**src/rtl/dec_digits_to_bin_if.sv**
```systemverilog
`default_nettype none
// ============================================================================
// Module      : dec_digits_to_bin_if
// Description : Handshake bundle for the decimal-digit to binary decoder.
//               The digit word arrives with in_valid/in_ready, and the binary
//               result leaves with out_valid/out_ready.
// Revision    : 1.0 - initial release
// ============================================================================
interface dec_digits_to_bin_if #(
  parameter int NDIG = 8,
  parameter int DW   = 32,
  parameter int OW   = 32
);
  // Input side: one word of NDIG digits. d[0] is the most significant digit.
  logic                     in_valid;
  logic                     in_ready;
  logic [NDIG-1:0][DW-1:0]  d;

  // Output side: binary result plus status flags
  logic                     out_valid;
  logic                     out_ready;
  logic signed [OW-1:0]     result;
  logic                     digit_err;
  logic                     ovf;

  // Upstream producer and downstream consumer (the testbench)
  modport master (
    output in_valid, d, out_ready,
    input  in_ready, out_valid, result, digit_err, ovf
  );

  // The decoder itself
  modport slave (
    input  in_valid, d, out_ready,
    output in_ready, out_valid, result, digit_err, ovf
  );
endinterface
`default_nettype wire

```
**src/rtl/dec_digits_to_bin.sv**
```systemverilog
`default_nettype none
// ============================================================================
// Module      : dec_digits_to_bin
// Description : Horner-style decoder that turns NDIG base-10 digits (MSD
//               first) into a signed binary integer, one digit per clock.
//               x10 is formed as (acc<<3)+(acc<<1). The digit word is captured
//               on acceptance, so later changes on the inputs are ignored.
// Revision    : 1.0 - initial release
// ============================================================================
module dec_digits_to_bin #(
  parameter int NDIG = 8,
  parameter int DW   = 32,
  parameter int OW   = 32
) (
  input  logic                 clk,
  input  logic                 rst_n,
  dec_digits_to_bin_if.slave   bus
);

  // Four guard bits let a word run past the OW range without wrapping,
  // which is what makes overflow detectable.
  localparam int AW = OW + 4;
  localparam int IW = (NDIG > 1) ? $clog2(NDIG) : 1;

  localparam logic [1:0] S_IDLE  = 2'd0;
  localparam logic [1:0] S_ACCUM = 2'd1;
  localparam logic [1:0] S_DONE  = 2'd2;

  logic [1:0]              state_q, state_d;
  logic [NDIG-1:0][DW-1:0] dig_q, dig_d;
  logic signed [AW-1:0]    acc_q, acc_d;
  logic [IW-1:0]           idx_q, idx_d;
  logic                    err_q, err_d;
  logic                    ovf_q, ovf_d;
  logic signed [OW-1:0]    result_q, result_d;

  logic                    accept;
  logic                    last_digit;
  logic [DW-1:0]           dig_sel;
  logic signed [AW-1:0]    dig_ext;
  logic signed [AW-1:0]    acc_x10;
  logic signed [AW-1:0]    acc_next;
  logic                    dig_bad;
  logic                    acc_oor;

  assign accept     = bus.in_valid && (state_q == S_IDLE);
  assign last_digit = (idx_q == IW'(NDIG - 1));
  assign dig_sel    = dig_q[idx_q];

  // Bring the selected digit to accumulator width while keeping its sign.
  generate
    if (DW >= AW) begin : g_dig_trunc
      assign dig_ext = $signed(dig_sel[AW-1:0]);
    end else begin : g_dig_sext
      assign dig_ext = $signed({{(AW-DW){dig_sel[DW-1]}}, dig_sel});
    end
  endgenerate

  // A digit is valid only when it lies in 0..9. The sign bit flags negatives.
  assign dig_bad  = dig_sel[DW-1] || (dig_sel > DW'(9));
  assign acc_x10  = (acc_q <<< 3) + (acc_q <<< 1);
  assign acc_next = acc_x10 + dig_ext;
  // The value fits in OW signed bits only when all guard bits match the OW sign bit.
  assign acc_oor  = !((&acc_next[AW-1:OW-1]) || !(|acc_next[AW-1:OW-1]));

  // State register
  always_ff @(posedge clk or negedge rst_n) begin
    if (!rst_n) state_q <= S_IDLE;
    else        state_q <= state_d;
  end

  // Next-state logic: accept -> NDIG digit steps -> wait for consumer
  always_comb begin
    state_d = state_q;
    case (state_q)
      S_IDLE:  if (accept)        state_d = S_ACCUM;
      S_ACCUM: if (last_digit)    state_d = S_DONE;
      S_DONE:  if (bus.out_ready) state_d = S_IDLE;
      default:                    state_d = S_IDLE;
    endcase
  end

  // Handshake outputs decoded from the state. No input is accepted outside IDLE.
  always_comb begin
    bus.in_ready  = (state_q == S_IDLE);
    bus.out_valid = (state_q == S_DONE);
  end

  // Datapath next state: capture on accept, then one Horner step per ACCUM cycle
  always_comb begin
    dig_d    = dig_q;
    acc_d    = acc_q;
    idx_d    = idx_q;
    err_d    = err_q;
    ovf_d    = ovf_q;
    result_d = result_q;
    if (accept) begin
      dig_d = bus.d;
      acc_d = '0;
      idx_d = '0;
      err_d = 1'b0;
      ovf_d = 1'b0;
    end else if (state_q == S_ACCUM) begin
      acc_d = acc_next;
      idx_d = idx_q + 1'b1;
      err_d = err_q | dig_bad;
      ovf_d = ovf_q | acc_oor;
      // The result changes only when a word completes, so it holds through DONE and IDLE.
      if (last_digit) result_d = acc_next[OW-1:0];
    end
  end

  // Datapath registers
  always_ff @(posedge clk or negedge rst_n) begin
    if (!rst_n) begin
      dig_q    <= '0;
      acc_q    <= '0;
      idx_q    <= '0;
      err_q    <= 1'b0;
      ovf_q    <= 1'b0;
      result_q <= '0;
    end else begin
      dig_q    <= dig_d;
      acc_q    <= acc_d;
      idx_q    <= idx_d;
      err_q    <= err_d;
      ovf_q    <= ovf_d;
      result_q <= result_d;
    end
  end

  assign bus.result    = result_q;
  assign bus.digit_err = err_q;
  assign bus.ovf       = ovf_q;

endmodule
`default_nettype wire

```
**src/flat_wrapper.sv**
```systemverilog
// flat-port wrapper written by rule: the top's interface ports become plain ports
module dec_digits_to_bin_flat 
#(
  parameter int NDIG = 8,
  parameter int DW   = 32,
  parameter int OW   = 32
)
  (clk, rst_n, bus_in_valid, bus_d, bus_out_ready, bus_in_ready, bus_out_valid, bus_result, bus_digit_err, bus_ovf);
  dec_digits_to_bin_if #(.NDIG(NDIG), .DW(DW), .OW(OW)) bus_i ();
  input  logic clk;
  input  logic rst_n;
  input wire logic [$bits(bus_i.in_valid)-1:0] bus_in_valid;
  input wire logic [$bits(bus_i.d)-1:0] bus_d;
  input wire logic [$bits(bus_i.out_ready)-1:0] bus_out_ready;
  output wire logic [$bits(bus_i.in_ready)-1:0] bus_in_ready;
  output wire logic [$bits(bus_i.out_valid)-1:0] bus_out_valid;
  output wire logic [$bits(bus_i.result)-1:0] bus_result;
  output wire logic [$bits(bus_i.digit_err)-1:0] bus_digit_err;
  output wire logic [$bits(bus_i.ovf)-1:0] bus_ovf;
  assign bus_i.in_valid = bus_in_valid;
  assign bus_i.d = bus_d;
  assign bus_i.out_ready = bus_out_ready;
  assign bus_in_ready = bus_i.in_ready;
  assign bus_out_valid = bus_i.out_valid;
  assign bus_result = bus_i.result;
  assign bus_digit_err = bus_i.digit_err;
  assign bus_ovf = bus_i.ovf;
  dec_digits_to_bin #(.NDIG(NDIG), .DW(DW), .OW(OW)) u_core (.clk(clk), .rst_n(rst_n), .bus(bus_i));
endmodule
```
**config.mk**
```make
export PLATFORM = sky130hd
export DESIGN_NAME = dec_digits_to_bin_flat
export DESIGN_NICKNAME = d
export VERILOG_FILES = /design/src/rtl/dec_digits_to_bin_if.sv /design/src/rtl/dec_digits_to_bin.sv /design/src/flat_wrapper.sv
export SDC_FILE = /design/constraint.sdc
export NUM_CORES = 1
export LEC_CHECK = 0
export CELL_PAD_IN_SITES_DETAIL_PLACEMENT = 1
export CELL_PAD_IN_SITES_GLOBAL_PLACEMENT = 1
export CORE_MARGIN = 10
export CORE_UTILIZATION = 41
export CTS_CLUSTER_DIAMETER = 200
export DETAILED_ROUTE_END_ITERATION = 8
export GPL_TIMING_DRIVEN = 0
export PLACE_DENSITY = 0.86
export SLEW_MARGIN = 30
export SYNTH_ARGS = -nofsm -noshare
export SYNTH_HDL_FRONTEND = slang
export SYNTH_SLANG_ARGS = --single-unit
```
**constraint.sdc**
```tcl
create_clock -name clk -period 5.3 [get_ports clk]
set_input_delay 1.06 -clock clk [delete_from_list [all_inputs] [get_ports clk]]
set_output_delay 1.06 -clock clk [all_outputs]
set_load 0.02 [all_outputs]
```
======== Yosys cells after proc, flatten, opt, wreduce, memory -nomap -nowiden ========
Index checks and enable logic that the tools add are counted.
word-level totals
  input bits .............................. 260
  flip-flop bits (word level) ............. 330
  logic and storage cells ................. 53
  output and inout port bits .............. 36
operators by class
  $lt $le $gt $ge ......................... 2
  add/sub/neg operators ................... 3
  reductions and logical operators ........ 11
  bitwise logic cells ..................... 3
  equality and inequality tests ........... 6
  muxes and demuxes ....................... 14
operators with widths
  kind                                                                              count
  32-bit binary-select mux with 3-bit select                                        1
  35-bit two-way mux                                                                2
  36-bit by 32-bit adder with 36-bit output                                         1
  36-bit adder                                                                      1
  32-bit by 4-bit greater-than comparator with 1-bit output, second input constant  1
  32-bit two-way mux                                                                1
  2-bit two-way mux                                                                 3
  3-bit two-way mux                                                                 2
  2-bit one-hot mux with 3 select lines                                             1
  3-bit AND reduction                                                               2
  5-bit AND reduction                                                               1
  5-bit OR reduction                                                                1
  3-bit by 4-bit < comparator with 1-bit output, second input constant              1
  1-bit two-way mux                                                                 4
  2-bit by 1-bit inequality test with 1-bit output, second input constant           2
  3-bit by 1-bit adder with 3-bit output, second input constant                     1
  3-bit == test, second input constant                                              1
  2-bit by 1-bit == test with 1-bit output, second input constant                   1
  2-bit == test, second input constant                                              1
  1-bit logical NOT                                                                 2
  2-bit logical NOT                                                                 1
  1-bit logical OR                                                                  2
  2-bit inequality test, second input constant                                      1
  1-bit bitwise OR                                                                  2
  3 further kinds                                                                   3

======== Longest topological paths before layout ========
Gate-level depths: netlist of run 1.
  depth in word-level cells ............... 10
  gate-level depth with buffers ........... 18
  mapped depth without buffers ............ 15

======== Worst setup path after synthesis of run 1 ========
OpenSTA, ideal clock, no wires.
  kind .................................... flip-flop to flip-flop
  start point ............................. reg u_core.idx_q[0]
  end point ............................... reg u_core.acc_q[28]
  path buffers ............................ 3
  stages on the path, launching flop included .. 19
  data arrival time ....................... 4.398 ns
  slack ................................... 0.772 ns
  data required time ...................... 5.170 ns
  clock period less this slack ............ 4.528 ns
  library setup time ...................... 0.130 ns
  cell sequence ........................... dfrtp_1 > buf_2 > buf_4 > buf_2 > mux4_2 > mux2_2 > ha_1 > ha_1 > inv_1 > fa_1 > nor2b_1 > o2111ai_1 > a211oi_2 > o21a_1 > a21oi_1 > o41ai_2 > a41oi_1 > xor2_1 > o21ai_1
between the ends
  word-level cells in the longest chain between the ends .. 5
RTL lines
  item                                        line                      RTL
  start: declaration                          dec_digits_to_bin.sv:32   logic [IW-1:0] idx_q, idx_d;
  start signal: assignment                    dec_digits_to_bin.sv:125  idx_q <= idx_d;
  32-bit binary-select mux with 3-bit select  dec_digits_to_bin.sv:48   assign dig_sel = dig_q[idx_q];
  32-bit two-way mux (not written as such)    dec_digits_to_bin.sv:48
  36-bit by 32-bit adder with 36-bit output   dec_digits_to_bin.sv:62   assign acc_next = acc_x10 + dig_ext;
  35-bit two-way mux                          dec_digits_to_bin.sv:103  end else if (state_q == S_ACCUM) begin
  35-bit two-way mux                          dec_digits_to_bin.sv:97   if (accept) begin
  end signal: assignment                      dec_digits_to_bin.sv:117  acc_q <= '0;
  end signal: assignment                      dec_digits_to_bin.sv:124  acc_q <= acc_d;
  end: declaration                            dec_digits_to_bin.sv:31   logic signed [AW-1:0] acc_q, acc_d;
Every way passes these cells. The select of a mux whose other input is x is not followed.
A chain may end at the register's enable or synchronous reset.

======== Final worst setup path of run 1 ========
  start point ............................. reg u_core.idx_q[0]
  end point ............................... reg u_core.ovf_q, in the netlist u_core.bus.ovf
between the ends
  word-level cells in the longest chain between the ends .. 10
  elaborated cells on any way between the ends .. 11
  classes of those cells .................. add/sub (1); mux (4); bitwise (1); reduce/logical (5)
RTL lines
  item                                          line                      RTL
  32-bit binary-select mux with 3-bit select *  dec_digits_to_bin.sv:48
  32-bit two-way mux (not written as such) *    dec_digits_to_bin.sv:48
  36-bit by 32-bit adder with 36-bit output *   dec_digits_to_bin.sv:62
  5-bit OR reduction                            dec_digits_to_bin.sv:64   assign acc_oor = !((&acc_next[AW-1:OW-1]) || !(|acc_next[AW-1:OW-1]));
  1-bit logical NOT                             dec_digits_to_bin.sv:64
  1-bit logical OR *                            dec_digits_to_bin.sv:64
  1-bit logical NOT *                           dec_digits_to_bin.sv:64
  1-bit bitwise OR *                            dec_digits_to_bin.sv:107  ovf_d = ovf_q | acc_oor;
  1-bit two-way mux *                           dec_digits_to_bin.sv:103
  1-bit two-way mux *                           dec_digits_to_bin.sv:97
  end signal: assignment                        dec_digits_to_bin.sv:127  ovf_q <= ovf_d;
  end: declaration                              dec_digits_to_bin.sv:34   logic ovf_q, ovf_d;
Mark *: on every way between the ends. The rest lies on a longest branch, timed or not. The select of a mux whose other input is x is not followed.

==> results of run 1 <==
-- cells by family after synthesis --
| group | Yosys count | synth area share [%] |
|---|---|---|
| XOR/XNOR | 30 | 1.56 |
| adder cells (fa/ha/maj) | 70 | 6.68 |
| buffers and inverters | 116 | 2.67 |
| flip-flops | 330 | 49.1 |
| AND/OR/NAND/NOR | 950 | 22.5 |
| AO/OA/AOI/OAI | 186 | 6.70 |
| multiplexers | 98 | 10.8 |
-- state kept, by name, indices dropped and copies added (netlist names) --
signal and flops:
u_core.dig_q 256, u_core.acc_q 35, u_core.bus.result 32, u_core.idx_q 3
u_core.state_q 2, u_core.bus.digit_err 1, u_core.bus.ovf 1
-- metal layers --
layer	up-vias	part of all wire, %	GRT usage [%]
li1	6574	-	-
met1	8027	37	31.9
met2	728	50	48.0
met3	233	6.8	5.72
met4	2	6.2	17.0
met5	-	0.024	0
-- final cells by class --
cell class | count | area [sq um] | share of cell area (%)
clock buffer | 52 | 1060 | 4.84
buffer | 98 | 478 | 2.18
sequential | 330 | 8260 | 37.6
timing repair buffer | 304 | 3110 | 14.1
inverter | 17 | 63.8 | 0.290
clock inverter | 12 | 165 | 0.752
antenna | 2 | 5.00 | 0.0228
multi-input combinational | 1334 | 8170 | 37.2
tap | 532 | 666 | 3.03
-- repair_timing --
| action | 4_1_cts | 5_1_grt |
|---|---|---|
| resized for setup | 34 | 23 |
| buffers inserted | 4 | 1 |
| endpoints found under the setup margin | 37 | 11 |
| pin swaps | 3 | 4 |
-- worst max path at each step --
stage	from	end	slack (ns)	depth (start not counted)
finish	u_core.idx_q[0]	u_core.bus.ovf	0.13	19
global route	u_core.idx_q[0]	u_core.bus.ovf	-0.007	19
CTS	u_core.idx_q[0]	u_core.bus.ovf	0.006	19
detailed placement	u_core.idx_q[1]	u_core.bus.ovf	-0.91	15
global placement	rst_n	u_core.dig_q[98]	-11.02	1
floorplan	u_core.idx_q[0]	u_core.acc_q[28]	0.77	18
-- synthesized netlist by cell type, types with 3 or more instances --
master,n,area [sq um]
a211oi_1,5,37.5
nand3_1,41,205
nand4_1,6,37.5
mux2_2,31,349
a211o_1,3,26.3
a21o_1,10,75.1
dfrtp_1,330,8260
o211ai_1,3,22.5
inv_1,17,63.8
fa_1,33,661
nand2b_1,6,37.5
buf_2,8,40.0
clkbuf_1,85,319
mux2i_1,3,30.0
mux4_2,64,1440
o21ai_1,4,20.0
xor2_1,13,114
nand2_1,839,3150
nor2_1,22,82.6
and2_1,3,18.8
nor2b_1,4,25.0
buf_1,5,18.8
o31ai_1,5,37.5
xnor2_1,17,149
o21a_1,6,45.0
a21oi_1,38,190
a31oi_1,5,31.3
nor4_1,8,50.1
nor3_1,10,50.1
ha_1,37,463
o21ai_0,85,425
-- per-stage QoR --
stage / worst slack (ns) / setup TNS (ns) / area (sq um) / hold WS [ns]
after detailed placement: -0.914 / -14.04 / 20600 / 0.458
after global placement: -11.02 / -3635.93 / 20400 / 0.452
after floorplan: 0.772 / 0 / 16800 / 0.440
final: 0.129 / 0 / 22000 / 0.329
after CTS: 0.00627 / 0 / 21900 / 0.326
after global routing: -0.00670 / -0.00670 / 22000 / 0.342
==> results by group, run 1 <==
Worst setup path
  • Reg2reg path depth: 19
  • FF-to-FF Start: u_core.idx_q[0]
  • Crit-path most repeated cell: buf_12
  • Delay-heaviest family, CP: compound AO/OA/AOI/OAI gates
  • Crit Path Class: flip-flop to flip-flop
  • Crit path required time: 5.70 ns
  • Worst setup EP type: flip-flop
  • CP Buf/Inv Count: 5
  • Worst-path cell chain: buf_12 -> buf_12 -> buf_12 -> mux4_2 -> mux2_2 -> ha_1 -> ha_1 -> inv_1 -> fa_1 -> nor2b_1 -> o2111ai_1 -> a211oi_2 -> o211ai_1 -> a21oi_2 -> a31oi_2 -> nor4b_2 -> buf_4 -> and4_4 -> a211oi_1
  • Peak fanout along the critical path: 10
  • Worst EP arrival: 5.57 ns
  • CP peak stage delay: 0.59 ns
  • CP startpoint kind: flip-flop
  • Reg-to-reg endpoint: u_core.bus.ovf
  • FF-to-FF setup slack: 0.13 ns
  • Critical-path top delay cell: mux4_2

Clock tree
  • Post-CTS Hold Fix Bufs: 0
  • Number of clock buffers inserted by TritonCTS: 37
  • Worst-path clk slew: 0.06 ns
  • CTS max path bufs: 3
  • CTS Sinks: 330
  • Root Buffer Master: clkbuf_16
  • CTS tree: yes
  • Worst-Skew Late Latency: 0.58 ns
  • # H-tree levels: 2

Synthesis
  • Sequential cell area fraction in the yosys report: 49.1%
  • Number of synthesis warnings: 0
  • Async SR Flop Fraction: 100%
  • Mapped Area: 16800 sq um
  • Mapped Nets: 2110
  • Ys flop type: dfrtp_1
  • Distinct cells, synth: 58
  • Syn Area/Cell: 9.45 sq um
  • Number of flops mapped to enable cells by yosys: 0
  • Post-Syn Instances: 1780
  • Synth Register Bits: 330

Final layout
  • Area Overhead vs Synth: 30.6%
  • Fin nets: 2452
  • Finished Layout Cells: 2681
  • Share of layout cells above drive strength 1: 9.59%
  • Final Util: 53.9%
  • Commonest non-fill, non-tap cell in the layout: nand2_1
  • Commonest non-fill, non-tap cells in the layout: nand2_1, dfrtp_1, clkdlybuf4s50_1
  • Fillers: 4597

Global routing
  • Global-route usage over all layers: 28.1%
  • Global-route wire length before repair: 107 mm
  • Largest net degree at the start of global routing: 88
  • Vias in the first global route: 17800
  • Initial antenna violation count: 4
  • Congestion Overflow GR: 0

Drt
  • DRC violations left: 0
  • Drt via density: 5.81
  • ANT nets after route: 0
  • 1st-pass router iterations: 7
  • Via count: 15600
  • Initial DRC count: 1258
  • Wire length per cell: 26.6 microns
  • Final wirelength: 71.4 mm

STA
  • Final Hold Viols: 0
  • Slew Viols, Final: 0
  • Achievable frequency: 193 MHz
  • RSZ-0062 raised after global routing: yes
  • Slew headroom: 45.4%
  • Worst Tran Pin Value: 0.819 ns
  • Tcrit/Tclk final: 97.6%
  • Minimum clock period after layout: 5.17 ns
  • Max Clock Skew: 0.0348 ns
  • # setup viols final: 0

Job
  • Max-cap violations: 0

Floorplanning
  • Chip height: 223 microns
  • Die width: 223 microns
  • Die area: 49500 sq um
  • IO Count: 296
  • Initial Utilization: 41.3%
  • # rows: 74
  • Core footprint: 40700 sq um

Place
  • PortBufs: 295
  • DP Wirelength: 53.2 mm
  • Cell count after placement: 2611
  • RD Place Congestion: 0.894

Run status
  • Outcome: finished, final reports clean

Worst hold path
  • Hold WC Path Type: input pin to async pin
Power of run 1 is left out: the tool's default activity adds up to more than one toggle a clock period on the data nets, which glitch-free logic cannot reach.
==> run 2, diff against run 1 <==
ABC_CLOCK_PERIOD_IN_PS = 5300   (was default)
CAP_MARGIN = 20   (was default)
CORE_UTILIZATION = 42   (was 41)
CTS_BUF_LIST = sky130_fd_sc_hd__clkbuf_4 sky130_fd_sc_hd__clkbuf_8   (was default)
PLACE_DENSITY = 0.88   (was 0.86)
==> results by group, run 2 (synthesis gave the netlist of run 1 again) <==
Worst hold path
  • Hold WC Path Type: input pin to async pin

Clock tree
  • # H-tree levels: 2 (unchanged)
  • CTS Sinks: 330 (unchanged)
  • CTS tree: yes
  • Post-CTS Hold Fix Bufs: 0 (unchanged)
  • Worst-path clk slew: 0.07 ns (about the same)
  • Root Buffer Master: clkbuf_8
  • Number of clock buffers inserted by TritonCTS: 56 (+51%)
  • Worst-Skew Late Latency: 0.66 ns (+0.08 ns)
  • CTS max path bufs: 3 (unchanged)

Worst setup path
  • Crit-path most repeated cell: buf_12
  • CP peak stage delay: 0.56 ns (-0.03 ns)
  • CP startpoint kind: flip-flop
  • Peak fanout along the critical path: 10 (unchanged)
  • Reg2reg path depth: 18 (-1)
  • Crit Path Class: flip-flop to flip-flop
  • Worst-path cell chain: buf_12 -> buf_12 -> buf_12 -> mux4_2 -> mux2_4 -> ha_1 -> ha_1 -> inv_1 -> fa_1 -> nor2b_2 -> o2111ai_2 -> a211oi_2 -> o211ai_1 -> a21oi_2 -> a31oi_2 -> nor4b_2 -> and4_4 -> a211oi_1
  • Worst setup EP type: flip-flop
  • Worst EP arrival: 5.68 ns (+0.11 ns)
  • Critical-path top delay cell: mux4_2
  • Crit path required time: 5.80 ns (+0.10 ns)

Global routing
  • Vias in the first global route: 17400 (-2.3%)
  • Congestion Overflow GR: 0 (unchanged)
  • Initial antenna violation count: 3 (-1)
  • Global-route usage over all layers: 28.8% (+0.67 points)
  • Global-route wire length before repair: 105 mm (-1.7%)
  • Largest net degree at the start of global routing: 91 (+3.4%)

STA
  • # setup viols final: 0 (unchanged)
  • Slew headroom: 39.1% (-6.3 points)
  • Worst Tran Pin Value: 0.913 ns (+0.0941 ns)
  • Tcrit/Tclk final: 97.9% (+0.33 points)
  • Minimum clock period after layout: 5.19 ns (+0.0177 ns)
  • Achievable frequency: 193 MHz (-0.34%)
  • Slew Viols, Final: 0 (unchanged)
  • Max Clock Skew: 0.0279 ns (-0.00689 ns)
  • Final Hold Viols: 0 (unchanged)
  • Setup tns final: 0 ns (unchanged)
  • Fin Hold WS: 0.256 ns (-0.0732 ns)

Drt
  • 1st-pass router iterations: 5 (-2)
  • Wire length per cell: 25.9 microns (-2.7%)
  • Final wirelength: 70.2 mm (-1.7%)
  • ANT nets after route: 0 (unchanged)
  • DRC violations left: 0 (unchanged)
  • Routed wl met3: 5.09 mm (+5.1%)
  • Drt via density: 5.74 (-1.2%)
  • Initial DRC count: 1413 (+12%)
  • Top sig layer: met4
  • Metal2 WL: 35.2 mm (-0.92%)
  • WL met1: 27.0 mm (+1.4%)
  • Via count: 15500 (-0.14%)

Run status
  • Outcome: finished, final reports clean

Floorplanning
  • IO Count: 296 (unchanged)
  • Die area: 48400 sq um (-2.2%)
  • Initial Utilization: 42.4% (+1.1 points)
  • # rows: 73 (-1.4%)
  • Die width: 220 microns (-1.1%)
  • Chip height: 220 microns (-1.1%)
  • Core footprint: 39600 sq um (-2.7%)

Place
  • DP Wirelength: 53.4 mm (+0.32%)
  • RD Place Congestion: 0.922 (+3.1%)
  • PortBufs: 295 (unchanged)

Final layout
  • Largest register FFs: 256 (unchanged)
  • Commonest non-fill, non-tap cell in the layout: nand2_1
  • Share of layout cells above drive strength 1: 11.2% (+1.6 points)
  • Fin nets: 2473 (+0.86%)
  • Fillers: 4497 (-2.2%)
  • Area Overhead vs Synth: 30.5%
  • Biggest register: u_core.dig_q
  • Commonest non-fill, non-tap cells in the layout: nand2_1, dfrtp_1, clkdlybuf4s50_1

Job
  • Max-cap violations: 0 (unchanged)
## run 2: critical path, delay by kind of cell, from the launching register on
kind / cells / cell delay, ns
mux: 2 / 0.90
fa+ha+maj: 3 / 0.94
buf+inv: 4 / 0.64
compound gates: 6 / 1.14
flops: 1 / 0.43
simple gates: 3 / 0.97
## run 2: layout make-up
cell class              count  area [sq um]  share of cell area (%)
plain buffers              99           464                    2.12
multi-input cells        1334          8170                    37.2
inverters                  17          63.8                   0.291
flip-flops and latches    330          8260                    37.6
clock buffers              90          1140                    5.22
diodes                      3          7.51                  0.0342
well taps                 525           657                    2.99
repair buffers            305          3110                    14.2
clock inverters             6          61.3                   0.279
## run 2: path summary, 6_finish.rpt
kind,start,endpoint,slack [ns]
min in group clk,u_core.dig_q[79],u_core.dig_q[79],0.48
worst min-delay path,rst_n,u_core.bus.result[15],0.26
worst max-delay path,u_core.idx_q[0],u_core.bus.ovf,0.11
worst min register to register,u_core.dig_q[79],u_core.dig_q[79],0.48
worst max register to register,u_core.idx_q[0],u_core.bus.ovf,0.11
max in group asynchronous,rst_n,u_core.dig_q[65],3.57
## run 2: repair_timing
action	in CTS	in global routing
setup endpoints to repair	33	13
hold endpoints to repair	0	0
gates cloned	0	0
resized for setup	24	28
pin swaps	2	5
buffers inserted	1	5
## run 2: metal layers
metal,global-route usage [%],vias to the layer above
li1,-,6630
met1,34.8,8022
met2,49.3,699
met3,5.48,191
met4,12.8,0
met5,0,-
## run 2: stage by stage
stage          cell area, sq um  std cells  util, %  worst slack, ns
2_1_floorplan             16800       1780        -            0.772
4_1_cts                   21800       2701     55.1           0.0222
6_report                  21900       2709     55.4            0.112
5_1_grt                   21900       2707     55.3          -0.0476
3_3_place_gp              20400       2600     51.5           -11.01
3_5_place_dp              20500       2604     51.8           -0.868
Power of run 2 is left out for the same reason.
